<file path="src/rtl/uart_cmd_frame_parser_pkg.sv">
// Shared constants and state encoding for the UART command frame parser.
package uart_cmd_pkg;

    localparam logic [7:0] SYNC_BYTE = 8'hA5;
    localparam logic [7:0] BCAST_ID  = 8'hFF;

    typedef enum logic [2:0] {
        S_SYNC    = 3'd0,
        S_ID      = 3'd1,
        S_LEN     = 3'd2,
        S_PAYLOAD = 3'd3,
        S_CHK     = 3'd4
    } state_t;

endpackage

</file>
<file path="src/rtl/uart_cmd_frame_parser_if.sv">
// Receiver-side byte input and committed-frame outputs of the frame parser.
interface uart_cmd_frame_parser_if #(
    parameter int unsigned MAX_LEN = 8
);
    localparam int unsigned LEN_W = $clog2(MAX_LEN + 1);

    logic                   rx_flag;
    logic [7:0]             rx_byte;
    logic                   frame_valid;
    logic [7:0]             frame_id;
    logic [LEN_W-1:0]       frame_len;
    logic [8*MAX_LEN-1:0]   frame_payload;
    logic                   err_chk;
    logic                   err_len;
    logic                   err_timeout;
    logic                   busy;

    modport master (
        output rx_flag, rx_byte,
        input  frame_valid, frame_id, frame_len, frame_payload,
        input  err_chk, err_len, err_timeout, busy
    );

    modport slave (
        input  rx_flag, rx_byte,
        output frame_valid, frame_id, frame_len, frame_payload,
        output err_chk, err_len, err_timeout, busy
    );

endinterface

</file>
<file path="src/rtl/uart_cmd_frame_parser_byte_strobe.sv">
// Turns the receiver's multi-cycle byte flag into a single registered strobe
// and captures the byte on that strobe.
module uart_byte_strobe (
    input  logic       clk,
    input  logic       rst,
    input  logic       rx_flag,
    input  logic [7:0] rx_byte,
    output logic       byte_stb,
    output logic [7:0] rx_data
);

    logic rx_flag_q;

    always_ff @(posedge clk or posedge rst) begin
        if (rst) begin
            rx_flag_q <= 1'b0;
            byte_stb  <= 1'b0;
            rx_data   <= 8'h00;
        end else begin
            rx_flag_q <= rx_flag;
            byte_stb  <= rx_flag & ~rx_flag_q;
            if (rx_flag & ~rx_flag_q) begin
                rx_data <= rx_byte;
            end
        end
    end

endmodule

</file>
<file path="src/rtl/uart_cmd_frame_parser.sv">
// Parses SYNC|ID|LEN|PAYLOAD|CHK frames from the UART byte stream and commits
// validated payloads addressed to this bot (or broadcast) to held outputs.
module uart_cmd_frame_parser
    import uart_cmd_pkg::*;
#(
    parameter logic [7:0]  BOT_ID         = 8'h01,
    parameter int unsigned MAX_LEN        = 8,
    parameter int unsigned TIMEOUT_CYCLES = 50000
) (
    input  logic                    clk,
    input  logic                    rst,
    uart_cmd_frame_parser_if.slave  bus
);

    localparam int unsigned LEN_W = $clog2(MAX_LEN + 1);
    localparam int unsigned IDX_W = (MAX_LEN > 1) ? $clog2(MAX_LEN) : 1;
    localparam int unsigned TMR_W = $clog2(TIMEOUT_CYCLES);

    logic             byte_stb;
    logic [7:0]       rx_data;
    state_t           state, state_next;
    logic [7:0]       id_q;
    logic [7:0]       chk_q;
    logic [LEN_W-1:0] len_q;
    logic [LEN_W-1:0] idx_q;
    logic [7:0]       shadow [MAX_LEN];
    logic [TMR_W-1:0] timer_q;

    logic commit_c, err_chk_c, err_len_c, err_timeout_c;
    logic timeout_hit_c, len_ok_c, last_idx_c;

    uart_byte_strobe u_strobe (
        .clk      (clk),
        .rst      (rst),
        .rx_flag  (bus.rx_flag),
        .rx_byte  (bus.rx_byte),
        .byte_stb (byte_stb),
        .rx_data  (rx_data)
    );

    assign timeout_hit_c = (state != S_SYNC) && (timer_q == TMR_W'(TIMEOUT_CYCLES - 1));
    assign len_ok_c      = (rx_data != 8'h00) && (rx_data <= 8'(MAX_LEN));
    assign last_idx_c    = (idx_q == len_q - LEN_W'(1));

    // State register
    always_ff @(posedge clk or posedge rst) begin
        if (rst) state <= S_SYNC;
        else     state <= state_next;
    end

    // Next state and per-cycle events; a byte strobe takes priority over timeout
    always_comb begin
        state_next    = state;
        commit_c      = 1'b0;
        err_chk_c     = 1'b0;
        err_len_c     = 1'b0;
        err_timeout_c = 1'b0;
        if (byte_stb) begin
            case (state)
                S_SYNC:    if (rx_data == SYNC_BYTE) state_next = S_ID;
                S_ID:      state_next = S_LEN;
                S_LEN: begin
                    if (len_ok_c) begin
                        state_next = S_PAYLOAD;
                    end else begin
                        err_len_c  = 1'b1;
                        state_next = S_SYNC;
                    end
                end
                S_PAYLOAD: if (last_idx_c) state_next = S_CHK;
                S_CHK: begin
                    if (rx_data != chk_q)                              err_chk_c = 1'b1;
                    else if ((id_q == BOT_ID) || (id_q == BCAST_ID))   commit_c  = 1'b1;
                    state_next = S_SYNC;
                end
                default:   state_next = S_SYNC;
            endcase
        end else if (timeout_hit_c) begin
            err_timeout_c = 1'b1;
            state_next    = S_SYNC;
        end
    end

    // Frame assembly: id, length, running checksum and shadow payload
    always_ff @(posedge clk or posedge rst) begin
        if (rst) begin
            id_q  <= 8'h00;
            chk_q <= 8'h00;
            len_q <= '0;
            idx_q <= '0;
            for (int k = 0; k < int'(MAX_LEN); k++) shadow[k] <= 8'h00;
        end else if (byte_stb) begin
            case (state)
                S_SYNC: chk_q <= 8'h00;
                S_ID: begin
                    id_q  <= rx_data;
                    chk_q <= chk_q ^ rx_data;
                end
                S_LEN: begin
                    if (len_ok_c) begin
                        len_q <= LEN_W'(rx_data);
                        idx_q <= '0;
                        chk_q <= chk_q ^ rx_data;
                        for (int k = 0; k < int'(MAX_LEN); k++) shadow[k] <= 8'h00;
                    end
                end
                S_PAYLOAD: begin
                    shadow[idx_q[IDX_W-1:0]] <= rx_data;
                    chk_q <= chk_q ^ rx_data;
                    if (!last_idx_c) idx_q <= idx_q + LEN_W'(1);
                end
                default: ;
            endcase
        end
    end

    // Inter-byte timer, idle while hunting for sync
    always_ff @(posedge clk or posedge rst) begin
        if (rst) begin
            timer_q <= '0;
        end else if (byte_stb || (state == S_SYNC) || timeout_hit_c) begin
            timer_q <= '0;
        end else begin
            timer_q <= timer_q + TMR_W'(1);
        end
    end

    // Registered outputs; held frame fields change only on commit
    always_ff @(posedge clk or posedge rst) begin
        if (rst) begin
            bus.frame_valid   <= 1'b0;
            bus.err_chk       <= 1'b0;
            bus.err_len       <= 1'b0;
            bus.err_timeout   <= 1'b0;
            bus.busy          <= 1'b0;
            bus.frame_id      <= 8'h00;
            bus.frame_len     <= '0;
            bus.frame_payload <= '0;
        end else begin
            bus.frame_valid <= commit_c;
            bus.err_chk     <= err_chk_c;
            bus.err_len     <= err_len_c;
            bus.err_timeout <= err_timeout_c;
            bus.busy        <= (state_next != S_SYNC);
            if (commit_c) begin
                bus.frame_id  <= id_q;
                bus.frame_len <= len_q;
                for (int k = 0; k < int'(MAX_LEN); k++) begin
                    bus.frame_payload[8*k +: 8] <= shadow[k];
                end
            end
        end
    end

endmodule

</file>
<file path="src/flat_wrapper.sv">
// flat-port wrapper written by rule: the top's interface ports become plain ports
module uart_cmd_frame_parser_flat import uart_cmd_pkg::*;
#(
    parameter logic [7:0]  BOT_ID         = 8'h01,
    parameter int unsigned MAX_LEN        = 8,
    parameter int unsigned TIMEOUT_CYCLES = 50000
)
  (clk, rst, bus_rx_flag, bus_rx_byte, bus_frame_valid, bus_frame_id, bus_frame_len, bus_frame_payload, bus_err_chk, bus_err_len, bus_err_timeout, bus_busy);
  uart_cmd_frame_parser_if #(.MAX_LEN(MAX_LEN)) bus_i ();
  input  logic clk;
  input  logic rst;
  input wire logic [$bits(bus_i.rx_flag)-1:0] bus_rx_flag;
  input wire logic [$bits(bus_i.rx_byte)-1:0] bus_rx_byte;
  output wire logic [$bits(bus_i.frame_valid)-1:0] bus_frame_valid;
  output wire logic [$bits(bus_i.frame_id)-1:0] bus_frame_id;
  output wire logic [$bits(bus_i.frame_len)-1:0] bus_frame_len;
  output wire logic [$bits(bus_i.frame_payload)-1:0] bus_frame_payload;
  output wire logic [$bits(bus_i.err_chk)-1:0] bus_err_chk;
  output wire logic [$bits(bus_i.err_len)-1:0] bus_err_len;
  output wire logic [$bits(bus_i.err_timeout)-1:0] bus_err_timeout;
  output wire logic [$bits(bus_i.busy)-1:0] bus_busy;
  assign bus_i.rx_flag = bus_rx_flag;
  assign bus_i.rx_byte = bus_rx_byte;
  assign bus_frame_valid = bus_i.frame_valid;
  assign bus_frame_id = bus_i.frame_id;
  assign bus_frame_len = bus_i.frame_len;
  assign bus_frame_payload = bus_i.frame_payload;
  assign bus_err_chk = bus_i.err_chk;
  assign bus_err_len = bus_i.err_len;
  assign bus_err_timeout = bus_i.err_timeout;
  assign bus_busy = bus_i.busy;
  uart_cmd_frame_parser #(.BOT_ID(BOT_ID), .MAX_LEN(MAX_LEN), .TIMEOUT_CYCLES(TIMEOUT_CYCLES)) u_core (.clk(clk), .rst(rst), .bus(bus_i));
endmodule
</file>
<file path="config.mk">
export PLATFORM = sky130hd
export DESIGN_NAME = uart_cmd_frame_parser_flat
export DESIGN_NICKNAME = d
export VERILOG_FILES = /design/src/rtl/uart_cmd_frame_parser_pkg.sv /design/src/rtl/uart_cmd_frame_parser_if.sv /design/src/rtl/uart_cmd_frame_parser_byte_strobe.sv /design/src/rtl/uart_cmd_frame_parser.sv /design/src/flat_wrapper.sv
export SDC_FILE = /design/constraint.sdc
export NUM_CORES = 1
export LEC_CHECK = 0
export CAP_MARGIN = 25
export CELL_PAD_IN_SITES_DETAIL_PLACEMENT = 1
export CELL_PAD_IN_SITES_GLOBAL_PLACEMENT = 2
export CORE_ASPECT_RATIO = 0.5
export CORE_UTILIZATION = 38
export CTS_CLUSTER_DIAMETER = 40
export DETAILED_ROUTE_END_ITERATION = 8
export GPL_TIMING_DRIVEN = 0
export PLACE_DENSITY = 0.77
export RECOVER_POWER = 25
export SLEW_MARGIN = 15
export SYNTH_ARGS = -nofsm -noshare
export SYNTH_HDL_FRONTEND = slang
export SYNTH_SLANG_ARGS = --single-unit
export TNS_END_PERCENT = 10
</file>
<file path="constraint.sdc">
create_clock -name clk -period 8.55 [get_ports clk]
set_input_delay 0.855 -clock clk [delete_from_list [all_inputs] [get_ports clk]]
set_output_delay 0.855 -clock clk [all_outputs]
set_load 0.05 [all_outputs]
</file>
==> flow_summary.rst, run 1 <==
.. list-table::
   :header-rows: 1

   * - Metric
     - Value
   * - Worst relative slew slack
     - -170%
   * - Number of primary I/O pins
     - 92
   * - Number of slew-limit violations in the final report
     - 92
   * - Worst setup path category
     - in2async
   * - Number of iterations in the first detailed-routing pass
     - 4
   * - Clock tree root driver cell
     - sky130_fd_sc_hd__clkbuf_16
   * - Wire length of the first global-routing pass
     - 32700 um
   * - Start point of the worst min-delay path
     - u_core.bus.frame_id[0]$_DFFE_PP0P_
   * - Transition time of the tightest slew-check pin
     - 4.03 ns
   * - Worst hold margin
     - 0.471 ns
   * - Power per cell area
     - 179 mW/mm^2
   * - Chip height
     - 106 um
   * - Final routed DRC violation total
     - 0
   * - Total detailed-routing wirelength
     - 19700 um
   * - Post-detailed-route count of antenna-violating nets
     - 0
   * - Worst hold path type
     - reg2reg
   * - Static Leakage
     - 4.65 nW
   * - Synthesis-to-finish area growth
     - 22.4%
   * - Die area
     - ~0.022 mm^2
   * - Startpoint of the most critical register-to-register path
     - u_core.u_strobe.rx_data[7]$_DFFE_PP0P_
   * - Placer Congestion
     - 0.758
   * - Synthesized area per cell
     - approximately 12 um^2
   * - PnR Total Power
     - 1.81 mW
   * - R2R Path End
     - u_core.bus.frame_payload[19]$_DFFE_PP0P_
   * - Layout cell share with drive strength beyond 1
     - 17.9%
   * - Worst reg-to-reg setup slack
     - around 5.8 ns
   * - Critical-path cell with the highest stage delay
     - sky130_fd_sc_hd__clkinvlp_2
   * - Primary flip-flop cell chosen by synthesis mapping
     - sky130_fd_sc_hd__dfrtp_1
   * - Routed vias
     - approximately 5400
   * - Startpoint class of the critical path
     - input port
   * - Later-pin clock latency in the skew report
     - 0.44 ns
   * - Number of enable-type register cells in the synthesized netlist
     - 0
   * - Series of cell instances along the critical path
     - dlygate4sd3_1 -> clkinvlp_2
   * - Final critical delay including setup and external delays
     - between 3 and 4 ns
   * - Largest cells by area after synthesis
     - sky130_fd_sc_hd__dfrtp_1 60%, sky130_fd_sc_hd__mux2_2 7.1%, sky130_fd_sc_hd__mux2_4 7.1%
   * - Final count of negative-setup-slack endpoints
     - 0
   * - Crit path max-delay family
     - buffers and inverters
   * - Number of buffers inserted during clock tree synthesis
     - 17
   * - Endpoint class of the critical path
     - asynchronous set/reset pin
   * - Maximum fanout along the worst path
     - 92
   * - Capture endpoint of the worst hold path
     - u_core.bus.frame_id[0]$_DFFE_PP0P_
   * - Number of instances in the synthesized netlist
     - 680
   * - Fraction of the yosys area taken by sequential cells
     - 60.0%
   * - Vias/cell
     - 4.96
   * - Pin count of the biggest net entering global routing
     - 108
   * - Worst reg2reg path depth
     - 9
   * - Quantity of hold-fixing buffers added after cts
     - 0
   * - Worst Hold Path Cells
     - 1
   * - DPL Wire Length
     - ~13000 um
   * - Mapped Area
     - between 0.008 and 0.009 mm^2
   * - Starting DRT DRC Count
     - 304
   * - Antenna cells
     - 0
   * - Number of buffer and inverter instances along the worst setup path
     - 2
   * - Initial antenna violation count
     - 0
   * - Post-detailed-route wirelength per cell
     - 18.0 um
   * - Data arrival time at the worst-slack endpoint
     - 3.73 ns
   * - Max-capacitance violation count
     - 1
   * - Hold Vio Cnt, Final
     - 0
   * - Total negative setup slack
     - 0 ns
   * - Maximum count of clock buffers along a single path
     - 2
   * - FFs w/ async S/R, synth
     - 100%
   * - Setup repair after global routing missed its margin
     - false
   * - TritonCTS clock tree
     - yes
   * - Buffers inserted by post-CTS timing repair
     - 0
   * - Total number of H-tree levels
     - 4
   * - Number of sinks driven by the clock tree
     - between 150 and 200
   * - Area fraction of the dominant cell type after synthesis
     - 60.0%
   * - Initial core utilization
     - around two fifths
   * - Layout net count
     - between 800 and 900
   * - Part of the cycle the worst path needs
     - 45.3%
   * - Peak supply drop
     - 0.134 mV
   * - Overall die width
     - 210 um
   * - Post-CTS clock slew at the launch and capture registers of the worst setup and hold paths
     - ~0.07 ns
   * - # port buffers
     - 91
   * - Clock skew
     - roughly 0.013 ns
   * - Synth area leader
     - sky130_fd_sc_hd__dfrtp_1
   * - Placeable core area
     - 0.0209 mm^2
   * - Post-CTS sizing
     - 0
   * - Setup slack at placement
     - around 5.8 ns
   * - Failing checks
     - capacitance limit, slew limit
   * - Post-synthesis net count
     - 694
   * - Std-Cell Rows
     - 37
   * - Highest clock rate
     - 258 MHz
   * - Outcome
     - complete, but fails checks
   * - Global route overflow
     - 0
   * - Maximum single-stage delay on the critical path
     - about 2.3 ns
   * - Setup WS post-layout
     - 4.68 ns
   * - Required @ worst endpoint
     - 8.41 ns
   * - Register bit count reported by yosys
     - a little under 200
   * - Unique masters post-synth
     - 43
   * - Vias in the first global route
     - between 5000 and 6000
   * - Number of synthesis warnings
     - 0
   * - Total track usage
     - between 10% and 20%
-- flip-flops by register name, indices dropped and copies added (netlist names), 3 cells and up --
name	cells
u_core.bus.frame_payload	64
u_core.shadow	64
u_core.timer_q	16
u_core.bus.frame_id	8
u_core.chk_q	8
u_core.id_q	8
u_core.u_strobe.rx_data	8
u_core.bus.frame_len	4
u_core.idx_q	4
u_core.len_q	4
u_core.state	3
-- per-layer routing --
layer	global-route usage, %	up-vias	routed length, um
met5	0	-	0
met4	4.97	0	133
met3	4.02	10	525
met2	30.7	62	9300
met1	26.8	2807	9740
li1	-	2555	-
-- cell type report --
cell class              count  area, um^2
multi-input cells         435        3060
plain buffers              34         183
clock buffers              19         443
fillers                  2198       10800
well taps                 292         365
repair buffers             92         938
inverters                  13        50.0
flip-flops and latches    198        4950
clock inverters            13         111
-- metrics by stage --
stage	instance area (um^2)	utilization, %	std cells
after global placement	9530	45.6	1063
after global routing	10100	48.3	1096
after detailed placement	9570	45.7	1064
after CTS	10100	48.4	1096
final	10100	48.3	1096
after floorplan	8260	-	680
-- how the worst max path moves through the flow --
stage                                      startpoint                             endpoint  cells past startpoint
2_1_floorplan                                     rst            u_core.bus.busy$_DFF_PP0_                      1
6_report                                          rst  u_core.bus.frame_len[1]$_DFFE_PP0P_                      2
3_5_place_dp   u_core.u_strobe.rx_data[0]$_DFFE_PP0P_        u_core.shadow[35]$_DFFE_PP0P_                      7
5_1_grt                                           rst  u_core.bus.frame_len[1]$_DFFE_PP0P_                      2
4_1_cts        u_core.u_strobe.rx_data[0]$_DFFE_PP0P_        u_core.shadow[23]$_DFFE_PP0P_                      7
3_3_place_gp                                      rst          u_core.timer_q[8]$_DFF_PP0_                      2
-- synthesized netlist by cell type, types with 3 or more instances --
cell type	count
sky130_fd_sc_hd__nor4b_1	3
sky130_fd_sc_hd__o21ai_0	77
sky130_fd_sc_hd__buf_2	8
sky130_fd_sc_hd__nand2b_1	11
sky130_fd_sc_hd__nor2_1	38
sky130_fd_sc_hd__nand3_1	11
sky130_fd_sc_hd__ha_1	3
sky130_fd_sc_hd__nand4_1	6
sky130_fd_sc_hd__inv_1	13
sky130_fd_sc_hd__xnor2_1	9
sky130_fd_sc_hd__nor4_1	6
sky130_fd_sc_hd__buf_6	7
sky130_fd_sc_hd__nand2_1	102
sky130_fd_sc_hd__and3_1	7
sky130_fd_sc_hd__mux2_4	39
sky130_fd_sc_hd__nand3b_1	4
sky130_fd_sc_hd__nor3_1	7
sky130_fd_sc_hd__mux2_2	52
sky130_fd_sc_hd__dfrtp_1	198
sky130_fd_sc_hd__mux2i_1	11
sky130_fd_sc_hd__clkbuf_1	18
sky130_fd_sc_hd__a31oi_1	3
sky130_fd_sc_hd__xor2_1	17
-- where the power goes --
part	internal (mW)	switching (mW)
Combinational	0.0265	0.0584
Sequential	0.946	0.00733
Clock	0.390	0.383
Total	1.36	0.449
-- cells by family after synthesis --
| group | count (synthesis) | synth area share (%) |
|---|---|---|
| compound gates | 88 | 5.68 |
| fa+ha+maj | 3 | 0.455 |
| mux | 102 | 15.5 |
| buf+inv | 47 | 2.89 |
| simple gates | 215 | 12.4 |
| flops | 198 | 60.0 |
| xor+xnor | 27 | 3.03 |
-- cells in the final DEF, fill, tap and decap left out, drive strengths merged, types with 3 or more instances in the layout --
master and count:
nand3 11, a21oi 3, nand2b 11, clkbuf 38, o21ai 78, nor3 7
inv 19, nor4b 4, a31oi 3, dfrtp 198, nor2 38, nand4 6
xor2 17, clkdlybuf4s50 89, buf 16, mux2 91, mux2i 11, nand3b 4
nand2 102, nor4 6, xnor2 9, and3 7, ha 3, clkinvlp 5
(Power assumes the default switching activity.)
==> run 2: changes to the inputs <==
--- a/config.mk
+++ b/config.mk
@@ -9,11 +9,11 @@
 export CELL_PAD_IN_SITES_DETAIL_PLACEMENT = 1
 export CELL_PAD_IN_SITES_GLOBAL_PLACEMENT = 2
 export CORE_ASPECT_RATIO = 0.5
-export CORE_UTILIZATION = 38
+export CORE_UTILIZATION = 34
 export CTS_CLUSTER_DIAMETER = 40
 export DETAILED_ROUTE_END_ITERATION = 8
 export GPL_TIMING_DRIVEN = 0
-export PLACE_DENSITY = 0.77
+export PLACE_DENSITY = 0.73
 export RECOVER_POWER = 25
 export SLEW_MARGIN = 15
 export SYNTH_ARGS = -nofsm -noshare
==> constraint.sdc (replaced) <==
create_clock -name clk -period 3.2 [get_ports clk]
set_input_delay 0.32 -clock clk [delete_from_list [all_inputs] [get_ports clk]]
set_output_delay 0.32 -clock clk [all_outputs]
set_load 0.05 [all_outputs]
==> flow_summary.rst, run 2 (synthesis results as in run 1) <==
.. list-table::
   :header-rows: 1

   * - Metric
     - Value
   * - Outcome
     - complete, but fails checks (unchanged)
   * - Failing checks
     - capacitance limit, slew limit (unchanged)
   * - Number of buffer and inverter instances along the worst setup path
     - 2 (unchanged)
   * - Power per cell area
     - 483 mW/mm^2 (was 179 mW/mm^2)
   * - Fraction of power spent switching nets
     - 24.4% (was 24.8%)
   * - Post-CTS sizing
     - 0 (unchanged)
   * - Worst relative slew slack
     - -33.3% (was -170%)
   * - Starting DRT DRC Count
     - 215 (was 304)
   * - Wire length of the first global-routing pass
     - 33500 um (was 32700 um)
   * - Number of iterations in the first detailed-routing pass
     - 4 (unchanged)
   * - Number of sinks driven by the clock tree
     - 198 (unchanged)
   * - Post-detailed-route count of antenna-violating nets
     - 0 (unchanged)
   * - Crit path max-delay family
     - simple AND/OR/NAND/NOR gates (was buffers and inverters)
   * - Later-pin clock latency in the skew report
     - 0.45 ns (was 0.44 ns)
   * - TritonCTS clock tree
     - yes (unchanged)
   * - Initial antenna violation count
     - 0 (unchanged)
   * - Maximum single-stage delay on the critical path
     - 0.74 ns (was 2.26 ns)
   * - Critical-path cell with the highest stage delay
     - sky130_fd_sc_hd__nor4_1 (was sky130_fd_sc_hd__clkinvlp_2)
   * - Final critical delay including setup and external delays
     - about 2.8 ns
   * - Overall die width
     - 222 um (was 210 um)
   * - Cell count after placement
     - 1084 (was 1064)
   * - Layout net count
     - 810 (was 805)
   * - Post-detailed-route wirelength per cell
     - 18.0 um (about the same)
   * - # port buffers
     - 91 (unchanged)
   * - Area of the multi-input gates
     - 0.00306 mm^2 (unchanged)
   * - Number of slew-limit violations in the final report
     - 34 (was 92)
   * - Vias in the first global route
     - 5829 (was 5843)
   * - Clock skew
     - 0.0106 ns (was 0.0130 ns)
   * - Worst setup path category
     - reg2reg (was in2async)
   * - Start point of the worst min-delay path
     - bus_rx_flag (was u_core.bus.frame_id[0]$_DFFE_PP0P_)
   * - Total number of H-tree levels
     - 4 (unchanged)
   * - Number of primary I/O pins
     - 92 (unchanged)
   * - Portion of total power attributed to combinational logic
     - 4.9% (was 4.7%)
   * - Antenna cells
     - 0 (unchanged)
   * - Net load switching power
     - 1.21 mW (was 449 uW)
   * - Fill count
     - 2494 (was 2198)
   * - Clock Power Share
     - 43.7% (was 42.7%)
   * - Quantity of hold-fixing buffers added after cts
     - 0 (unchanged)
   * - Post-CTS clock slew at the launch and capture registers of the worst setup and hold paths
     - 0.07 ns (about the same)
   * - Internal Power
     - 3.75 mW (was 1.36 mW)
   * - Total negative setup slack
     - 0 ns (unchanged)
   * - Maximum fanout along the worst path
     - 10 (was 92)
   * - Part of the cycle the worst path needs
     - 87.3%
   * - Transition time of the tightest slew-check pin
     - 2.00 ns (was 4.03 ns)
   * - Static Leakage
     - 4.71 nW (was 4.65 nW)
   * - Total detailed-routing wirelength
     - 20100 um (was 19700 um)
   * - Chip height
     - 112 um (was 106 um)
   * - Placeable core area
     - 0.0233 mm^2 (was 0.0209 mm^2)
   * - Series of cell instances along the critical path
     - clkbuf_1 -> nor4_1 -> nor4_1 -> buf_2 -> nor2_1 -> nand2_1 -> o21ai_0 (was dlygate4sd3_1 -> clkinvlp_2)
   * - Routed vias
     - 5430 (was 5434)
   * - Worst hold path type
     - in2reg (was reg2reg)
   * - Layout cell share with drive strength beyond 1
     - 18.5% (was 17.9%)
   * - Most common cell after layout, fill and taps aside
     - sky130_fd_sc_hd__dfrtp_1 (unchanged)
   * - DPL Wire Length
     - 13900 um (was 13300 um)
   * - Critical path launch point
     - u_core.u_strobe.rx_data[1]$_DFFE_PP0P_ (was rst)
   * - Die area
     - 0.0250 mm^2 (was 0.0224 mm^2)
   * - Startpoint class of the critical path
     - register (was input port)
   * - Std-Cell Rows
     - 39 (was 37)
   * - Seq pwr share
     - 51.4% (was 52.6%)
   * - Pin count of the biggest net entering global routing
     - 37 (was 108)
   * - Hold Vio Cnt, Final
     - 0 (unchanged)
   * - Highest clock rate
     - about 360 MHz
   * - Final routed DRC violation total
     - 0 (unchanged)
   * - Peak supply drop
     - 0.311 mV (was 0.134 mV)
   * - Most frequent CP cell
     - sky130_fd_sc_hd__nor4_1
   * - Setup repair after global routing missed its margin
     - false (unchanged)
   * - Placer Congestion
     - 0.724 (was 0.758)
   * - Buffers inserted by post-CTS timing repair
     - 0 (unchanged)
   * - Vias/cell
     - 4.87 (was 4.96)
   * - Total track usage
     - 17.5% (was 19.2%)
   * - Maximum count of clock buffers along a single path
     - 2 (unchanged)
   * - Registers with the highest flip-flop counts
     - u_core.bus.frame_payload: 64 flops, u_core.shadow: 64 flops, u_core.timer_q: 16 flops (unchanged)
   * - Number of buffers inserted during clock tree synthesis
     - 17 (unchanged)
   * - Synthesis-to-finish area growth
     - 24.2% (was 22.4%)
   * - Data arrival time at the worst-slack endpoint
     - 3.10 ns (was 3.73 ns)
   * - Number of cells in the finished layout apart from fillers
     - 1116 (was 1096)
   * - Startpoint of the most critical register-to-register path
     - u_core.u_strobe.rx_data[1]$_DFFE_PP0P_ (was u_core.u_strobe.rx_data[7]$_DFFE_PP0P_)
   * - Endpoint class of the critical path
     - register (was asynchronous set/reset pin)
   * - Required @ worst endpoint
     - 3.50 ns (was 8.41 ns)
   * - Clock tree root driver cell
     - sky130_fd_sc_hd__clkbuf_16 (unchanged)
   * - Most frequent cells in the layout
     - 198 x sky130_fd_sc_hd__dfrtp_1, 102 x sky130_fd_sc_hd__nand2_1, 89 x sky130_fd_sc_hd__clkdlybuf4s50_1, 77 x sky130_fd_sc_hd__o21ai_0, 52 x sky130_fd_sc_hd__mux2_2 (unchanged)
   * - Global route overflow
     - 0 (unchanged)
   * - Register Area
     - 0.00495 mm^2 (unchanged)
   * - Initial core utilization
     - 35.4% (was 39.5%)
   * - Max-capacitance violation count
     - 1 (unchanged)
   * - Final count of negative-setup-slack endpoints
     - 0 (unchanged)
-- run 2: cell count changes in the layout (fill, tap and decap cells not counted), sizes merged --
cell	before	now
inv	19	17
clkinvlp	5	4
bufinv	0	1
buf	16	21
clkinv	2	4
-- run 2: area by class of cell --
class,instances,share of cell area (%)
clock buffers,19,4.42
multi-input cells,435,29.9
clock inverters,13,1.37
plain buffers,34,1.85
inverters,13,0.513
well taps,307,3.75
flip-flops and latches,198,48.3
repair buffers,97,9.90
-- run 2: per-stage QoR --
stage          power, mW  setup WS (ns)  hold slack [ns]  cell area (um^2)  utilization [%]
5_1_grt             5.14          0.169            0.453             10300             44.0
3_3_place_gp        2.83          -1.33            0.451              9560             41.0
6_report            4.96          0.406            0.453             10300             44.0
4_1_cts             5.03          0.417            0.238             10300             44.0
3_5_place_dp        2.85          0.454            0.460              9680             41.5
2_1_floorplan       2.74          0.320            0.351              8260                -
-- run 2: routing by layer --
| metal | vias up | global-route usage, % | part of all wire (%) |
|---|---|---|---|
| met5 | - | 0 | 0 |
| met3 | 16 | 3.14 | 2.3 |
| li1 | 2549 | - | - |
| met2 | 60 | 28.0 | 48 |
| met1 | 2805 | 24.0 | 49 |
| met4 | 0 | 6.34 | 0.96 |
-- run 2: worst reg2reg max path, delay by kind of cell, from the launching register on --
kind	cells	cell delay (ns)
buf+inv	2	0.93
simple gates	4	1.23
flops	1	0.40
compound gates	1	0.10
-- run 2: power by group through the flow --
| stage | Clock (mW) | Sequential [mW] | Combinational [mW] |
|---|---|---|---|
| 2_1_floorplan | 0 | 2.59 | 0.147 |
| 3_5_place_dp | 0 | 2.60 | 0.254 |
| 4_1_cts | 2.23 | 2.55 | 0.255 |
| 3_3_place_gp | 0 | 2.60 | 0.231 |
| 6_report | 2.17 | 2.55 | 0.243 |
| 5_1_grt | 2.32 | 2.55 | 0.274 |
-- run 2: worst paths after layout --
| kind | to | slack (ns) | cells after the start |
|---|---|---|---|
| worst max register to register | u_core.shadow[15]$_DFFE_PP0P_ | 0.41 | 7 |
| worst min register to register | u_core.bus.frame_id[0]$_DFFE_PP0P_ | 0.48 | 1 |
| max in group asynchronous | u_core.id_q[6]$_DFFE_PP0P_ | 0.59 | 6 |
| min in group asynchronous | u_core.bus.frame_payload[8]$_DFFE_PP0P_ | 1.09 | 3 |
| worst max-delay path | u_core.shadow[15]$_DFFE_PP0P_ | 0.41 | 7 |
| worst min-delay path | u_core.u_strobe.rx_flag_q$_DFF_PP0_ | 0.45 | 1 |
==> run 3: changes to the inputs <==
==> constraint.sdc (replaced) <==
create_clock -name clk -period 3.2 [get_ports clk]
set_input_delay 0.48 -clock clk [delete_from_list [all_inputs] [get_ports clk]]
set_output_delay 0.48 -clock clk [all_outputs]
set_load 0.05 [all_outputs]
==> flow_summary.rst, run 3 (synthesis results as in run 1) <==
.. list-table::
   :header-rows: 1

   * - Metric
     - Value
   * - Fraction of power spent switching nets
     - 24.4% (about the same)
   * - Startpoint class of the critical path
     - register (unchanged)
   * - Maximum fanout along the worst path
     - 10 (unchanged)
   * - Crit. path cell count
     - 7 (unchanged)
   * - Part of the cycle the worst path needs
     - 87.3% (unchanged)
   * - Transition time of the tightest slew-check pin
     - 2.00 ns (about the same)
   * - Number of cells in the finished layout apart from fillers
     - 1116 (unchanged)
   * - Final count of negative-setup-slack endpoints
     - 0 (unchanged)
   * - Setup repair after global routing missed its margin
     - false (unchanged)
   * - Worst reg2reg path depth
     - 7 (unchanged)
   * - Global route overflow
     - 0 (unchanged)
   * - R2R Path End
     - u_core.shadow[15]$_DFFE_PP0P_ (unchanged)
   * - Net load switching power
     - 1.21 mW (unchanged)
   * - Setup slack at placement
     - 0.454 ns (unchanged)
   * - Vias in the first global route
     - 5829 (unchanged)
   * - Antenna cells
     - 0 (unchanged)
   * - Number of buffers inserted during clock tree synthesis
     - 17 (unchanged)
   * - End point of the critical path
     - u_core.shadow[15]$_DFFE_PP0P_ (unchanged)
   * - # port buffers
     - 91 (unchanged)
   * - Crit path max-delay family
     - simple AND/OR/NAND/NOR gates (unchanged)
   * - Total negative setup slack
     - 0 ns (unchanged)
   * - Instance area at placement
     - 0.00968 mm^2 (unchanged)
   * - Critical-path cell with the highest stage delay
     - sky130_fd_sc_hd__nor4_1 (unchanged)
   * - Peak supply drop
     - 0.311 mV (unchanged)
   * - Starting DRT DRC Count
     - 215 (unchanged)
   * - Static Leakage
     - 4.71 nW (about the same)
   * - Final critical delay including setup and external delays
     - 2.79 ns (unchanged)
   * - Required @ worst endpoint
     - 3.50 ns (about the same)
   * - Max-capacitance violation count
     - 1 (unchanged)
   * - Post-detailed-route wirelength per cell
     - 18.0 um (unchanged)
   * - Vias/cell
     - 4.87 (unchanged)
   * - Post-CTS clock slew at the launch and capture registers of the worst setup and hold paths
     - 0.07 ns (about the same)
   * - Layout net count
     - 810 (unchanged)
   * - Placeable core area
     - 0.0233 mm^2 (unchanged)
   * - Series of cell instances along the critical path
     - clkbuf_1 -> nor4_1 -> nor4_1 -> buf_2 -> nor2_1 -> nand2_1 -> o21ai_0 (unchanged)
   * - Maximum single-stage delay on the critical path
     - 0.74 ns (about the same)
   * - Post-detailed-route count of antenna-violating nets
     - 0 (unchanged)
   * - Hold Vio Cnt, Final
     - 0 (unchanged)
   * - Placer Congestion
     - 0.724 (unchanged)
   * - Std-Cell Rows
     - 39 (unchanged)
   * - DPL Wire Length
     - 13900 um (unchanged)
   * - Number of slew-limit violations in the final report
     - 34 (unchanged)
   * - Chip height
     - 112 um (unchanged)
   * - Maximum count of clock buffers along a single path
     - 2 (unchanged)
   * - Internal Power
     - 3.75 mW (about the same)
   * - Clock skew
     - 0.0106 ns (unchanged)
   * - Initial antenna violation count
     - 0 (unchanged)
   * - Failing checks
     - capacitance limit, slew limit (unchanged)
   * - Finished Cell Area
     - 0.0103 mm^2 (unchanged)
   * - Post-CTS sizing
     - 0 (unchanged)
   * - Worst setup path category
     - reg2reg (unchanged)
   * - Total track usage
     - 17.5% (unchanged)
   * - Overall die width
     - 222 um (unchanged)
   * - Synthesis-to-finish area growth
     - 24.2% (unchanged)
   * - Layout cell share with drive strength beyond 1
     - 18.5% (unchanged)
   * - Setup WS post-layout
     - 0.406 ns (unchanged)
   * - Later-pin clock latency in the skew report
     - 0.45 ns (about the same)
   * - PnR Total Power
     - 4.96 mW (about the same)
   * - Seq pwr share
     - 51.4% (about the same)
   * - Initial core utilization
     - 35.4% (unchanged)
   * - Worst hold path type
     - reg2reg (was in2reg)
   * - Outcome
     - complete, but fails checks (unchanged)
   * - Cell count after placement
     - 1084 (unchanged)
   * - Registers with the highest flip-flop counts
     - u_core.bus.frame_payload: 64 flops, u_core.shadow: 64 flops, u_core.timer_q: 16 flops (unchanged)
   * - Pin count of the biggest net entering global routing
     - 37 (unchanged)
   * - Total number of H-tree levels
     - 4 (unchanged)
   * - Startpoint of the most critical register-to-register path
     - u_core.u_strobe.rx_data[1]$_DFFE_PP0P_ (unchanged)
   * - Critical path launch point
     - u_core.u_strobe.rx_data[1]$_DFFE_PP0P_ (unchanged)
   * - Wire length of the first global-routing pass
     - 33500 um (unchanged)
   * - Power per cell area
     - 483 mW/mm^2 (about the same)
   * - Portion of total power attributed to combinational logic
     - 4.9% (about the same)
   * - Quantity of hold-fixing buffers added after cts
     - 0 (unchanged)
   * - Most frequent cells in the layout
     - 198 x sky130_fd_sc_hd__dfrtp_1, 102 x sky130_fd_sc_hd__nand2_1, 90 x sky130_fd_sc_hd__clkdlybuf4s50_1, 77 x sky130_fd_sc_hd__o21ai_0, 52 x sky130_fd_sc_hd__mux2_2 (was 198 x sky130_fd_sc_hd__dfrtp_1, 102 x sky130_fd_sc_hd__nand2_1, 89 x sky130_fd_sc_hd__clkdlybuf4s50_1, 77 x sky130_fd_sc_hd__o21ai_0, 52 x sky130_fd_sc_hd__mux2_2)
   * - Worst hold margin
     - 0.476 ns (was 0.453 ns)
   * - Endpoint class of the critical path
     - register (unchanged)
   * - Highest clock rate
     - 358 MHz (unchanged)
   * - Number of sinks driven by the clock tree
     - 198 (unchanged)
   * - Buffers inserted by post-CTS timing repair
     - 0 (unchanged)
   * - Worst reg-to-reg setup slack
     - 0.41 ns (about the same)
   * - Final routed DRC violation total
     - 0 (unchanged)
   * - Number of iterations in the first detailed-routing pass
     - 4 (unchanged)
   * - Finished Core Util
     - 44.0% (unchanged)
   * - Data arrival time at the worst-slack endpoint
     - 3.10 ns (about the same)
   * - Die area
     - 0.0250 mm^2 (unchanged)
   * - Routed vias
     - 5430 (unchanged)
   * - Worst relative slew slack
     - -33.3% (about the same)
   * - Clock Power Share
     - 43.7% (about the same)
   * - Number of buffer and inverter instances along the worst setup path
     - 2 (unchanged)
   * - Total detailed-routing wirelength
     - 20100 um (unchanged)
   * - Number of primary I/O pins
     - 92 (unchanged)
   * - TritonCTS clock tree
     - yes (unchanged)
   * - Most frequent CP cell
     - sky130_fd_sc_hd__nor4_1 (unchanged)
   * - Most common cell after layout, fill and taps aside
     - sky130_fd_sc_hd__dfrtp_1 (unchanged)
   * - Clock tree root driver cell
     - sky130_fd_sc_hd__clkbuf_16 (unchanged)
run 3: cell types whose count changed in the layout (fill, tap and decap cells not counted):
cell	change
sky130_fd_sc_hd__clkdlybuf4s50_1	+1
sky130_fd_sc_hd__dlygate4sd3_1	-1
run 3: worst register-to-register path, cell delays in order, from the launching register on:
cell and delay, ns:
sky130_fd_sc_hd__dfrtp_1 0.40, sky130_fd_sc_hd__clkbuf_1 0.55, sky130_fd_sc_hd__nor4_1 0.16, sky130_fd_sc_hd__nor4_1 0.74, sky130_fd_sc_hd__buf_2 0.38, sky130_fd_sc_hd__nor2_1 0.21
sky130_fd_sc_hd__nand2_1 0.12, sky130_fd_sc_hd__o21ai_0 0.10
run 3: how the worst min path moves through the flow:
| stage | from | cells after the start | endpoint |
|---|---|---|---|
| finish | u_core.bus.frame_id[0]$_DFFE_PP0P_ | 1 | u_core.bus.frame_id[0]$_DFFE_PP0P_ |
| global route | u_core.bus.frame_id[0]$_DFFE_PP0P_ | 1 | u_core.bus.frame_id[0]$_DFFE_PP0P_ |
| detailed placement | u_core.bus.frame_id[0]$_DFFE_PP0P_ | 1 | u_core.bus.frame_id[0]$_DFFE_PP0P_ |
| global placement | u_core.bus.frame_id[0]$_DFFE_PP0P_ | 1 | u_core.bus.frame_id[0]$_DFFE_PP0P_ |
| CTS | rst | 3 | u_core.bus.frame_payload[12]$_DFFE_PP0P_ |
| floorplan | u_core.shadow[0]$_DFFE_PP0P_ | 2 | u_core.shadow[0]$_DFFE_PP0P_ |
run 3: area by class of cell:
class                   instances  area (um^2)
fillers                      2494        13100
flip-flops and latches        198         4950
multi-input cells             435         3060
repair buffers                 97         1010
clock buffers                  19          453
well taps                     307          384
plain buffers                  34          190
clock inverters                13          140
inverters                      13         52.6
run 3: power by group through the flow:
stage                     clock (mW)  combinational [mW]  sequential (mW)
after floorplan                    0               0.147             2.59
after global placement             0               0.231             2.60
after detailed placement           0               0.254             2.60
after CTS                       2.23               0.255             2.55
after global routing            2.32               0.274             2.55
final                           2.17               0.243             2.55
run 3: routing by layer:
layer	vias to the layer above	GRT usage, %	routed length [um]
met4	0	6.34	193
met3	16	3.14	464
met2	60	28.0	9580
li1	2549	-	-
met1	2805	24.0	9910
met5	-	0	0
